[src/rtl/conv1_layer_sequencer.sv]
// Frame sequencer for the first conv stage: loads one image into the conv buffer,
// starts the conv layer, counts its output writes, then runs the pooling stage.
module conv1_layer_sequencer #(
  parameter int DATA_WIDTH     = 16,
  parameter int ADDR_WIDTH     = 16,
  parameter int IMG_PIXELS     = 1225,
  parameter int CONV_OUTPUTS   = 961,
  parameter int TIMEOUT_CYCLES = 8192
) (
  input  logic                  clk,
  input  logic                  rst_n,
  input  logic                  start,
  input  logic                  abort,
  input  logic                  pix_valid,
  input  logic [DATA_WIDTH-1:0] pix_data,
  output logic                  pix_ready,
  output logic                  img_data_wr_en,
  output logic [DATA_WIDTH-1:0] img_data_in,
  output logic [ADDR_WIDTH-1:0] img_data_addr,
  output logic                  layer_enable,
  input  logic                  pool_1_out_wr_en,
  output logic                  pool_enable,
  input  logic                  pool_done,
  output logic                  busy,
  output logic                  frame_done,
  output logic                  error,
  output logic [ADDR_WIDTH-1:0] conv_out_count
);

  localparam int WD_WIDTH = $clog2(TIMEOUT_CYCLES + 1);
  localparam logic [ADDR_WIDTH-1:0] LAST_PIX = ADDR_WIDTH'(IMG_PIXELS - 1);
  localparam logic [ADDR_WIDTH-1:0] EXP_CONV = ADDR_WIDTH'(CONV_OUTPUTS);
  localparam logic [WD_WIDTH-1:0]   WD_LAST  = WD_WIDTH'(TIMEOUT_CYCLES - 1);

  typedef enum logic [2:0] {
    IDLE   = 3'd0,
    LOAD   = 3'd1,
    SETTLE = 3'd2,
    CONV   = 3'd3,
    CWAIT  = 3'd4,
    POOL   = 3'd5,
    DONE   = 3'd6
  } state_t;

  state_t                state_r;
  logic [ADDR_WIDTH-1:0] pix_cnt_r;
  logic [WD_WIDTH-1:0]   wd_cnt_r;
  logic                  wd_expired_s;

  function automatic logic [ADDR_WIDTH-1:0] sat_inc(input logic [ADDR_WIDTH-1:0] v);
    if (&v) begin
      sat_inc = v;
    end else begin
      sat_inc = v + ADDR_WIDTH'(1);
    end
  endfunction

  assign wd_expired_s = (wd_cnt_r == WD_LAST);

  // Sequencer state, counters and all registered outputs.
  always_ff @(posedge clk or negedge rst_n) begin
    if (!rst_n) begin
      state_r        <= IDLE;
      pix_cnt_r      <= '0;
      wd_cnt_r       <= '0;
      pix_ready      <= 1'b0;
      img_data_wr_en <= 1'b0;
      img_data_in    <= '0;
      img_data_addr  <= '0;
      layer_enable   <= 1'b0;
      pool_enable    <= 1'b0;
      busy           <= 1'b0;
      frame_done     <= 1'b0;
      error          <= 1'b0;
      conv_out_count <= '0;
    end else begin
      img_data_wr_en <= 1'b0;
      layer_enable   <= 1'b0;
      pool_enable    <= 1'b0;
      frame_done     <= 1'b0;
      if (abort) begin
        // Counters and error hold so the aborted frame stays inspectable.
        state_r   <= IDLE;
        pix_ready <= 1'b0;
        busy      <= 1'b0;
      end else begin
        case (state_r)
          IDLE: begin
            if (start) begin
              state_r        <= LOAD;
              pix_ready      <= 1'b1;
              busy           <= 1'b1;
              pix_cnt_r      <= '0;
              conv_out_count <= '0;
              error          <= 1'b0;
            end
          end
          LOAD: begin
            if (pix_valid) begin
              img_data_wr_en <= 1'b1;
              img_data_in    <= pix_data;
              img_data_addr  <= pix_cnt_r;
              pix_cnt_r      <= pix_cnt_r + ADDR_WIDTH'(1);
              if (pix_cnt_r == LAST_PIX) begin
                pix_ready <= 1'b0;
                state_r   <= SETTLE;
              end
            end
          end
          SETTLE: begin
            layer_enable <= 1'b1;
            wd_cnt_r     <= '0;
            state_r      <= CONV;
          end
          CONV, CWAIT, POOL: begin
            if (wd_expired_s) begin
              error   <= 1'b1;
              busy    <= 1'b0;
              state_r <= IDLE;
            end else begin
              wd_cnt_r <= wd_cnt_r + WD_WIDTH'(1);
              if (state_r == POOL) begin
                if (pool_done) begin
                  frame_done <= 1'b1;
                  state_r    <= DONE;
                end
              end else if (pool_1_out_wr_en) begin
                conv_out_count <= sat_inc(conv_out_count);
                state_r        <= CWAIT;
              end else if (state_r == CWAIT) begin
                // Burst ended: a count mismatch is flagged but the frame still completes.
                if (conv_out_count != EXP_CONV) begin
                  error <= 1'b1;
                end
                pool_enable <= 1'b1;
                state_r     <= POOL;
              end
            end
          end
          DONE: begin
            busy    <= 1'b0;
            state_r <= IDLE;
          end
          default: begin
            pix_ready <= 1'b0;
            busy      <= 1'b0;
            state_r   <= IDLE;
          end
        endcase
      end
    end
  end

endmodule

[config.mk]
export PLATFORM = sky130hd
export DESIGN_NAME = conv1_layer_sequencer
export DESIGN_NICKNAME = d
export VERILOG_FILES = /design/src/rtl/conv1_layer_sequencer.sv
export SDC_FILE = /design/constraint.sdc
export NUM_CORES = 1
export LEC_CHECK = 0
export BUFFER_PORTS_ARGS = -buffer_cell sky130_fd_sc_hd__buf_2
export CORE_MARGIN = 2
export CORE_UTILIZATION = 60
export DETAILED_ROUTE_END_ITERATION = 8
export PLACE_DENSITY = 0.85
export SLEW_MARGIN = 15
export SYNTH_ARGS = -nofsm -noshare
export SYNTH_HDL_FRONTEND = slang
export SYNTH_SLANG_ARGS = --single-unit
export TNS_END_PERCENT = 5
[constraint.sdc]
create_clock -name clk -period 3.68 [get_ports clk]
set_input_delay 0.368 -clock clk [delete_from_list [all_inputs] [get_ports clk]]
set_output_delay 0.368 -clock clk [all_outputs]
set_load 0.02 [all_outputs]
-- After elaboration in Yosys (flattened, before gate mapping)
Index checks and enable logic that the tools add are counted.
- register bits after elaboration: 88
- input port bits: 23
- output and inout port bits: 55
- word-level logic and storage cells: 111
- $add $sub $neg: 3
- equality and inequality tests: 27
- muxes and demuxes: 51
- bitwise operators: 1
- reduce and logical (&&, ||, !) cells: 16
- operator list (cell ; number):
    2-to-1 mux 16 bit ; 6
    one-hot mux 16 bit (2 select lines) ; 2
    adder 16 x 1 -> 16 bit (second input constant) ; 2
    2-to-1 mux 1 bit ; 28
    one-hot mux 14 bit (2 select lines) ; 1
    2-to-1 mux 3 bit ; 9
    != test 3 bit (second input constant) ; 8
    == test 16 x 11 -> 1 bit (second input constant) ; 1
    != test 16 x 10 -> 1 bit (second input constant) ; 1
    AND reduction 16 bit ; 1
    adder 14 x 1 -> 14 bit (second input constant) ; 1
    == test 14 x 13 -> 1 bit (second input constant) ; 1
    2-to-1 mux 14 bit ; 1
    AND reduction 7 bit ; 2
    != test 2 bit (second input constant) ; 6
    one-hot mux 3 bit (4 select lines) ; 1
    == test 3 bit (second input constant) ; 3
    AND reduction 3 bit ; 3
    AND reduction 4 bit ; 2
    == test 3 x 2 -> 1 bit (second input constant) ; 2
    != test 6 bit (second input constant) ; 1
    one-hot mux 1 bit (3 select lines) ; 2
    nonzero test 2 bit ; 3
    != test 5 bit (second input constant) ; 1
    other kinds (9) ; 10

-- Longest topological paths before layout
Gate-level depths: netlist of the first run.
- depth after elaboration: 7
- depth in mapped cells: 9
- gate-level depth less buffers: 8

-- Worst setup path before layout of the first run
Ideal clock, no wire load.
- path kind: flip-flop to flip-flop
- start: reg conv_out_count[0]
- end: reg conv_out_count[9]
- library setup time: 77 ps
- arrival: 2214 ps
- data required time: 3603 ps
- slack: 1389 ps
- cell stages (with the launch flop): 9
- buffers on the path: 1
- clock period less this slack: 2291 ps
- path through: dfrtp_1 ha_1 nand3_1 nor3_1 and3_4 or4_1 buf_2 or4_1 o21ai_1
- word-level cells in the longest chain between the ends: 6
- elaborated cells between the ends (all ways): 9
- those cells by class: 1 x add/sub; 1 x eq/ne; 5 x mux; 2 x reduce/logical
- RTL lines (item ; line ; text):
    start, declared ; 27 ; output logic [ADDR_WIDTH-1:0] conv_out_count
    start signal, assigned ; 128 ; conv_out_count <= sat_inc(conv_out_count);
    adder 16 x 1 -> 16 bit ; 54 ; sat_inc = v + ADDR_WIDTH'(1);
    2-to-1 mux 16 bit ; 51 ; if (&v) begin
    2-to-1 mux 16 bit ; 127 ; end else if (pool_1_out_wr_en) begin
    2-to-1 mux 16 bit ; 122 ; if (state_r == POOL) begin
    2-to-1 mux 16 bit ; 116 ; if (wd_expired_s) begin
    one-hot mux 16 bit (2 select lines) ; 87 ; case (state_r)
Parallel ways exist; a longest one is shown, timed or not. The select of a mux whose other input is x is not followed.
A chain may end at the register's enable or synchronous reset.

-- Final worst setup path of the first run
Same ends and word-level chain as after synthesis.

==> flow_summary.ini, run 1 <==
[synth]
synth_adder_area_share_pct = 1.494
synthXorXnorAreaFrac_pct = 5.438
yosys-top-cells-area = dfrtp_1, nand2_1, nor2_1, xor2_1, nand3_1
synthArstFlopShare_pct = 100.0
synth.cells.most_frequent = nand2_1, dfrtp_1, nor2_1
yosysTopAreaCell = dfrtp_1
syn_nets = 491
ys_ff_latch = 88
synthFlopType = dfrtp_1
synth_warnings = 0
synthCells = 463
synth_edf_count = 0
synth_compound_area_share_pct = 9.352
muxShareOfSynthArea_pct = 0.2390
synth_top_family_by_area = simple AND/OR/NAND/NOR gates
ys_types = 46
syn_area_sq_um = 4188
synth-seq-area-share_pct = 52.58
post-synth-top-count-cell = nand2_1
netlist.area_leader.share_pct = 52.58
synth.avg_cell_area_sq_um = 9.045
yosys.area_share.simple_pct = 27.82

[cells_and_area]
synthToLayoutAreaGrowth_pct = 15.00
final_core_util_pct = 71.28
fin_nets = 563
drive_above_1_share_pct = 19.44
diodes = 0
fin_area_sq_um = 4816

[cts]
post_cts_buffers = 0
clock_latency_ns = 0.35
clk_pin_slew_ns = 0.09
cts_resized = 0
cts_made_buffers = 9
cts_tree = done
cts_root_buf = clkbuf_8
cts_buffer_depth = 2
clkSinkCount = 88
ctsHoldBuffers = 0
cts_max_level = 3

[sta]
final_hold_viol_count = 0
worstMarginPinSlew_ns = 0.9099
rsz0062_at_grt = false
max_freq_mhz = 385.9
finalClockSkew_ns = 0.007373
drv_slew = 0
setup_tns_ns = 0
setup_viol = 0
maxSlewHeadroom_pct = 39.27
setup_slack_ns = 1.088
period_share_pct = 70.42
period_minus_slack_ns = 2.592

[worst_setup_path]
worstPathRequired_ns = 3.97
path_class = reg -> reg
cp-start-kind = register
worst-endpoint-arrival_ns = 2.88
crit_fanout = 18
cp-end-kind = register

[die]
die-area_sq_um = 7664
die_w_um = 87.55
core_area_sq_um = 6756
die_h_um = 87.55
start_util_pct = 61.98
rows = 30
ios = 78

[pwr]
p_total_mw = 2.942
ir_drop_mv = 0.3798
power_density_nw_per_um2 = 611.0
leakagePower_nw = 2.429

[run]
cap_violations = 0

[route]
wire_per_inst_um = 14.25
drt-initial-drc-count = 141
drt_wl_total_mm = 8.836
firstDrtPassIters = 4
vias = 3545
via_per_inst = 5.718
drc = 0
ant_nets = 0

[global_route]
grt_pass1_wl_mm = 14.51
grt_pass1_vias = 3230
antenna_found_initial = 0
grt_max_degree = 89
gr-total-overflow = 0
grt_usage_pct = 23.80

[status]
run_status = complete, no violations

[placement]
pre_cts_ws_ns = 1.142
place_area_sq_um = 4622
dpl.hpwl_mm = 6.010
port-buffer-count = 77
gp_congestion = 0.9028

[min_path]
hold_path_class = in -> async
[cells in the final DEF, fill, tap and decap left out, types with 3 or more instances in the layout]
master and n:
clkinvlp_4 4, ha_1 5, nand2_1 121, nor4_1 4
xor2_1 16, o31ai_1 5, nor3_1 13, nand4_1 11
and3_1 4, buf_4 4, buf_2 76, nand2b_1 6
clkbuf_8 11, nor4b_1 3, nor2_1 44, or4_1 5
xnor2_1 10, o21ai_0 17, inv_1 12, a21oi_1 13
a21o_1 3, o211ai_1 7, and3_4 3, dfrtp_1 88
nand3_1 18, or3_1 3
[cells by family after synthesis]
| family | after synthesis |
|---|---|
| mux | 1 |
| xor+xnor | 26 |
| buf+inv | 32 |
| flops | 88 |
| fa+ha+maj | 5 |
| simple gates | 249 |
| compound gates | 62 |
[stage by stage]
step,hold slack (ns),instances
4_1_cts,0.1841,620
5_1_grt,0.1117,620
2_1_floorplan,0.07241,463
3_5_place_dp,0.4573,604
6_report,0.05076,620
3_3_place_gp,0.4514,604
[critical path, cell delays in order (launching register included)]
cell and delay, ns:
dfrtp_1 0.44, ha_1 0.24, nand3_1 0.14, nor3_1 0.13
and3_4 0.19, or4_1 0.70, or4_1 0.57, o21ai_1 0.12
[layout make-up]
class                      instances  area, sq um
tap                               80        100.1
clock inverter                     5        38.79
fill                             520         1941
sequential                        88         2202
inverter                          12        45.04
multi-input combinational        343         1857
clock buffer                      11        151.4
timing repair buffer              81        421.7
[path summary, 6_finish.rpt]
kind | start | endpoint | slack, ns | cells past startpoint
max in group asynchronous | rst_n | pool_enable | 3.08 | 1
hold reg to reg | img_data_in[5] | img_data_in[5] | 0.48 | 2
min in group clk | pix_data[14] | img_data_in[14] | 0.20 | 3
hold / removal | rst_n | img_data_addr[6] | 0.05 | 1
setup / recovery | conv_out_count[0] | conv_out_count[9] | 1.09 | 7
setup reg to reg | conv_out_count[0] | conv_out_count[9] | 1.09 | 7
[routing by layer]
| metal | track usage [%] | vias to the layer above | wire length [um] |
|---|---|---|---|
| met5 | 0 | - | 0 |
| met4 | 7.832 | 0 | 87 |
| met3 | 4.901 | 12 | 537 |
| met2 | 38.84 | 130 | 4273 |
| met1 | 32.08 | 1682 | 3938 |
| li1 | - | 1721 | - |
[state kept, by name, indices dropped and copies added (netlist names)]
signal / count
pix_ready: 1
img_data_addr: 16
pix_cnt_r: 16
conv_out_count: 16
wd_cnt_r: 14
error: 1
layer_enable: 1
pool_enable: 1
img_data_in: 16
frame_done: 1
img_data_wr_en: 1
state_r: 3
busy: 1
[where the power goes]
part / total, mW / leakage (nW) / internal, mW / switching (mW)
clock network: 0.630 / 0.0842 / 0.284 / 0.346
registers: 1.35 / 1.18 / 1.17 / 0.183
logic: 0.959 / 1.16 / 0.331 / 0.628
total: 2.94 / 2.43 / 1.79 / 1.16
Power figures use the tool's default switching activity.
==> inputs of run 2 (changes only) <==
--- a/config.mk
+++ b/config.mk
@@ -7,9 +7,9 @@
 export LEC_CHECK = 0
 export BUFFER_PORTS_ARGS = -buffer_cell sky130_fd_sc_hd__buf_2
 export CORE_MARGIN = 2
-export CORE_UTILIZATION = 60
+export CORE_UTILIZATION = 55
 export DETAILED_ROUTE_END_ITERATION = 8
-export PLACE_DENSITY = 0.85
+export PLACE_DENSITY = 0.79
 export SLEW_MARGIN = 15
 export SYNTH_ARGS = -nofsm -noshare
 export SYNTH_HDL_FRONTEND = slang
==> constraint.sdc (replaced) <==
create_clock -name clk -period 2.63 [get_ports clk]
set_input_delay 0.263 -clock clk [delete_from_list [all_inputs] [get_ports clk]]
set_output_delay 0.263 -clock clk [all_outputs]
set_load 0.02 [all_outputs]
==> run 2 against run 1 <==
Effect of this change:
- critical path type unchanged
- largest cell class unchanged
- utilization fell by 4.4 points
- critical endpoint unchanged
- the flow now finishes with violations (negative hold slack)
- power increased by 45%
- sequential power increased by 39%
- design area up 1.9%
==> flow_summary.ini, run 2 (same netlist as run 1, synthesis figures left out) <==
[status]
run_status = complete, but fails checks
violations = negative hold slack

[cells_and_area]
diodes = 0
drive_above_1_share_pct = 20.33
layout_commonest_cell = nand2_1
synthToLayoutAreaGrowth_pct = 17.15
final_cell_mix = nand2_1, dfrtp_1, buf_2
fin_area_sq_um = 4906
multi_input_area_sq_um = 1857
seq_area_sq_um = 2202
fin_nets = 569
final_core_util_pct = 66.92
fillCellCount = 595

[die]
rows = 31
die_w_um = 91.26
die_h_um = 91.26
start_util_pct = 57.13
die-area_sq_um = 8328
core_area_sq_um = 7331
ios = 78

[route]
drt-initial-drc-count = 159
wire_per_inst_um = 13.97
drt_wl_total_mm = 9.008
drc = 0
ant_nets = 0
via_per_inst = 5.577
vias = 3597
firstDrtPassIters = 4

[sta]
maxSlewHeadroom_pct = 49.04
period_share_pct = 94.10
timing.hold.ws_ns = -0.07682
setup_tns_ns = 0
drv_slew = 0
rsz0062_at_grt = false
finalClockSkew_ns = 0.01248
setup_viol = 0
final_hold_viol_count = 88
max_freq_mhz = 404.1
worstMarginPinSlew_ns = 0.7644
period_minus_slack_ns = 2.475

[cts]
clk_pin_slew_ns = 0.10
clock_latency_ns = 0.37
cts_resized = 0
post_cts_buffers = 0
clkSinkCount = 88
cts_max_level = 3
cts_tree = done
cts_made_buffers = 9
cts_root_buf = clkbuf_8
ctsHoldBuffers = 0
cts_buffer_depth = 2

[global_route]
grt_max_degree = 89
grt_pass1_wl_mm = 15.55
grt_pass1_vias = 3338
gr-total-overflow = 0
grt_usage_pct = 22.96
antenna_found_initial = 0

[placement]
gp_congestion = 0.8832
place_area_sq_um = 4691
dpl.hpwl_mm = 6.086
port-buffer-count = 77

[worst_setup_path]
crit_family = simple AND/OR/NAND/NOR gates
critical_path.slowest_cell = or4_1
path_cells = ha_1, nand3_1, nor3_1, and3_4, or4_1, or4_1, o21ai_1
reg2reg_from = conv_out_count[0]
crit_top_cell = or4_1
cp-end-kind = register
worst-endpoint-arrival_ns = 2.78
crit_start = conv_out_count[0]
crit_path_max_incr_delay_ns = 0.60
path_class = reg -> reg
cp-start-kind = register
worstPathRequired_ns = 2.94
path_buf_inv = 0
crit_fanout = 12

[pwr]
sequentialPowerShare_pct = 44.1
switchingPower_mw = 1.665
power_switching_share_pct = 39.05
p_total_mw = 4.264
power_density_nw_per_um2 = 869.2
ir_drop_mv = 0.5158
p_clk_share_pct = 23.3
intPower_mw = 2.599
leakagePower_nw = 2.475
pwr-share-comb_pct = 32.6

[min_path]
hold_path_class = in -> async

[run]
cap_violations = 0
## run 2: cell count changes in the layout (fill, tap and decap cells not counted)
cell,change
inv_8,+1
bufinv_16,+1
clkinv_4,+1
clkbuf_8,-1
buf_4,+6
clkinvlp_4,-2
## run 2: worst reg2reg max path: stages (launching register included)
cell	delay (ns)
dfrtp_1	0.44
ha_1	0.23
nand3_1	0.15
nor3_1	0.13
and3_4	0.19
or4_1	0.60
or4_1	0.53
o21ai_1	0.14
## run 2: final cells by class
type / instances / area share [%]
Tap cell: 99 / 2.525
Multi-Input combinational cell: 343 / 37.85
Clock inverter: 6 / 1.505
Clock buffer: 10 / 2.805
Sequential cell: 88 / 44.89
Inverter: 12 / 0.9181
Timing Repair Buffer: 87 / 9.513
## run 2: stage by stage
| stage | hold slack, ns | setup WS, ns | instances |
|---|---|---|---|
| after floorplan | -0.03259 | 0.3388 | 463 |
| after global placement | 0.4523 | 0.2623 | 629 |
| after detailed placement | 0.4578 | 0.1655 | 629 |
| after CTS | 0.07668 | 0.1536 | 645 |
| after global routing | 0.01140 | 0.003167 | 645 |
| final | -0.07682 | 0.1553 | 645 |
## run 2: layer usage
metal | routed length (um) | vias to the layer above | GRT usage [%]
met5 | 0 | - | 0
met3 | 554 | 16 | 4.896
met2 | 4153 | 135 | 35.25
met4 | 174 | 0 | 8.333
li1 | - | 1737 | -
met1 | 4125 | 1709 | 32.41
## run 2: final timing paths
kind,slack (ns),depth (start not counted),endpoint
worst min register to register,0.48,2,img_data_addr[13]
max in group asynchronous,2.17,1,state_r[2]
worst max-delay path,0.16,7,conv_out_count[9]
worst max register to register,0.16,7,conv_out_count[9]
min in group clk,0.08,3,img_data_in[5]
worst min-delay path,-0.08,1,img_data_wr_en
## run 2: power groups by stage
stage                     clock network, mW  logic, mW  registers, mW
after floorplan                           0      0.729           2.10
after global placement                    0       1.36           1.88
after detailed placement                  0       1.39           1.90
after CTS                              1.01       1.40           1.88
after global routing                   1.09       1.54           1.93
final                                 0.995       1.39           1.88
==> inputs of run 3 (changes only) <==
--- a/config.mk
+++ b/config.mk
@@ -7,9 +7,8 @@
 export LEC_CHECK = 0
 export BUFFER_PORTS_ARGS = -buffer_cell sky130_fd_sc_hd__buf_2
 export CORE_MARGIN = 2
-export CORE_UTILIZATION = 55
+export CORE_UTILIZATION = 40
 export DETAILED_ROUTE_END_ITERATION = 8
-export PLACE_DENSITY = 0.79
 export SLEW_MARGIN = 15
 export SYNTH_ARGS = -nofsm -noshare
 export SYNTH_HDL_FRONTEND = slang
==> run 3 against run 2 <==
Effect of this change:
- design area increased by 1.6%
- non-clock buffer count increased by 3
- combinational power about the same
- count of clock-buffer cells in the layout unchanged
- cell count increased by 6.2%
- clock power decreased by 2.0%
- the run now ends clean
- worst setup slack improved by 0.12 ns
- largest cell class unchanged
==> flow_summary.ini, run 3 (same netlist as run 1, synthesis figures left out) <==
[die]
die-area_sq_um = 11300
rows = 37
ios = 78
core_area_sq_um = 10230
die_h_um = 106.3
start_util_pct = 40.93
die_w_um = 106.3

[route]
wire_per_inst_um = 13.56
drc = 0
via_per_inst = 5.156
vias = 3532
ant_nets = 0
drt_wl_total_mm = 9.289
drt-initial-drc-count = 149
firstDrtPassIters = 4

[min_path]
hold_path_class = in -> reg

[worst_setup_path]
path_class = reg -> reg
worst-endpoint-arrival_ns = 2.63
reg2reg_to = conv_out_count[9]
worstPathRequired_ns = 2.91
ff2ff_path_depth = 7
reg2reg_setup_slack_ns = 0.28
crit_fanout = 12
crit_start = conv_out_count[0]
cp-end-kind = register
crit_path_end = conv_out_count[9]
cp-start-kind = register
reg2reg_from = conv_out_count[0]

[cells_and_area]
multi_input_area_sq_um = 1861
seq_area_sq_um = 2202
synthToLayoutAreaGrowth_pct = 19.00
layout_commonest_cell = nand2_1
final_cell_mix = nand2_1, dfrtp_1, buf_2
drive_above_1_share_pct = 20.77
fillCellCount = 984
fin_nets = 572
diodes = 0

[sta]
setup_slack_ns = 0.2800
max_freq_mhz = 425.5
drv_slew = 0
setup_tns_ns = 0
timing.hold.ws_ns = 0.08818
rsz0062_at_grt = false
finalClockSkew_ns = 0.009549
setup_viol = 0
period_share_pct = 89.35
final_hold_viol_count = 0
maxSlewHeadroom_pct = 62.07
period_minus_slack_ns = 2.350
worstMarginPinSlew_ns = 0.5645

[cts]
clkSinkCount = 88
post_cts_buffers = 0
clock_latency_ns = 0.36
cts_root_buf = clkbuf_8
cts_tree = done
cts_max_level = 3
cts_made_buffers = 9
clk_pin_slew_ns = 0.09
cts_buffer_depth = 2

[global_route]
gr-total-overflow = 0
grt_pass1_vias = 3269
grt_usage_pct = 16.98
antenna_found_initial = 0
grt_pass1_wl_mm = 15.66
grt_max_degree = 52

[pwr]
power_density_nw_per_um2 = 851.9
p_total_mw = 4.246
leakagePower_nw = 2.492
ir_drop_mv = 0.3350

[placement]
port-buffer-count = 77
gp_congestion = 0.8544
dpl.hpwl_mm = 6.438
pre_cts_ws_ns = 0.1875

[run]
cap_violations = 0

[status]
run_status = complete, no violations
==> run 3: cell count changes in the layout (fill, tap and decap cells not counted) <==
cell / before / now
buf_6: 1 / 0
or4_1: 5 / 4
inv_8: 1 / 0
buf_4: 10 / 12
dlygate4sd3_1: 0 / 1
or4_4: 0 / 1
clkinv_2: 0 / 1
buf_12: 0 / 1
==> run 3: what timing repair did <==
item                                   4_1_cts  5_1_grt
setup endpoints to repair                    0        2
endpoints found under the hold margin       37        0
gates resized for setup                      0        1
hold buffers                                 1        0
==> run 3: metal layers <==
metal,vias to the layer above,track usage (%),wire length [um]
li1,1742,-,-
met1,1673,23.01,4417
met2,95,27.24,4227
met3,22,2.759,427
met4,0,6.673,217
met5,-,0,0
==> run 3: power breakdown <==
group	internal (mW)	switching, mW	leakage [nW]
sequential	1.64	0.231	1.18
clock	0.469	0.507	0.0989
combinational	0.495	0.906	1.21
total	2.60	1.64	2.49
==> run 3: stage by stage <==
step	util (%)	instances	area, sq um
after floorplan	-	463	4188
after global placement	46.57	668	4765
after detailed placement	46.57	668	4765
after CTS	48.67	685	4980
after global routing	48.71	685	4984
final	48.71	685	4984
==> run 3: worst max-delay path: stages, from the launching register on <==
cell and delay (ns):
dfrtp_1 0.44, ha_1 0.24, nand3_1 0.15, nor3_1 0.13, and3_4 0.19, or4_4 0.50, or4_1 0.49, o21ai_1 0.14
==> run 3: worst min-delay path by stage <==
stage / startpoint / endpoint / cells past startpoint / slack (ns)
finish: pix_data[0] / img_data_in[0] / 3 / 0.09
global route: pix_data[1] / img_data_in[1] / 3 / 0.08
CTS: pix_data[0] / img_data_in[0] / 3 / 0.08
detailed placement: rst_n / img_data_addr[6] / 1 / 0.28
global placement: rst_n / img_data_addr[6] / 1 / 0.27
floorplan: rst_n / busy / 0 / -0.03
==> run 3: layout make-up <==
type | count | share of cell area (%)
Clock buffer | 10 | 2.762
Timing Repair Buffer | 90 | 10.04
Clock inverter | 6 | 1.356
Tap cell | 136 | 3.415
Inverter | 12 | 0.9038
Sequential cell | 88 | 44.19
Multi-Input combinational cell | 343 | 37.33
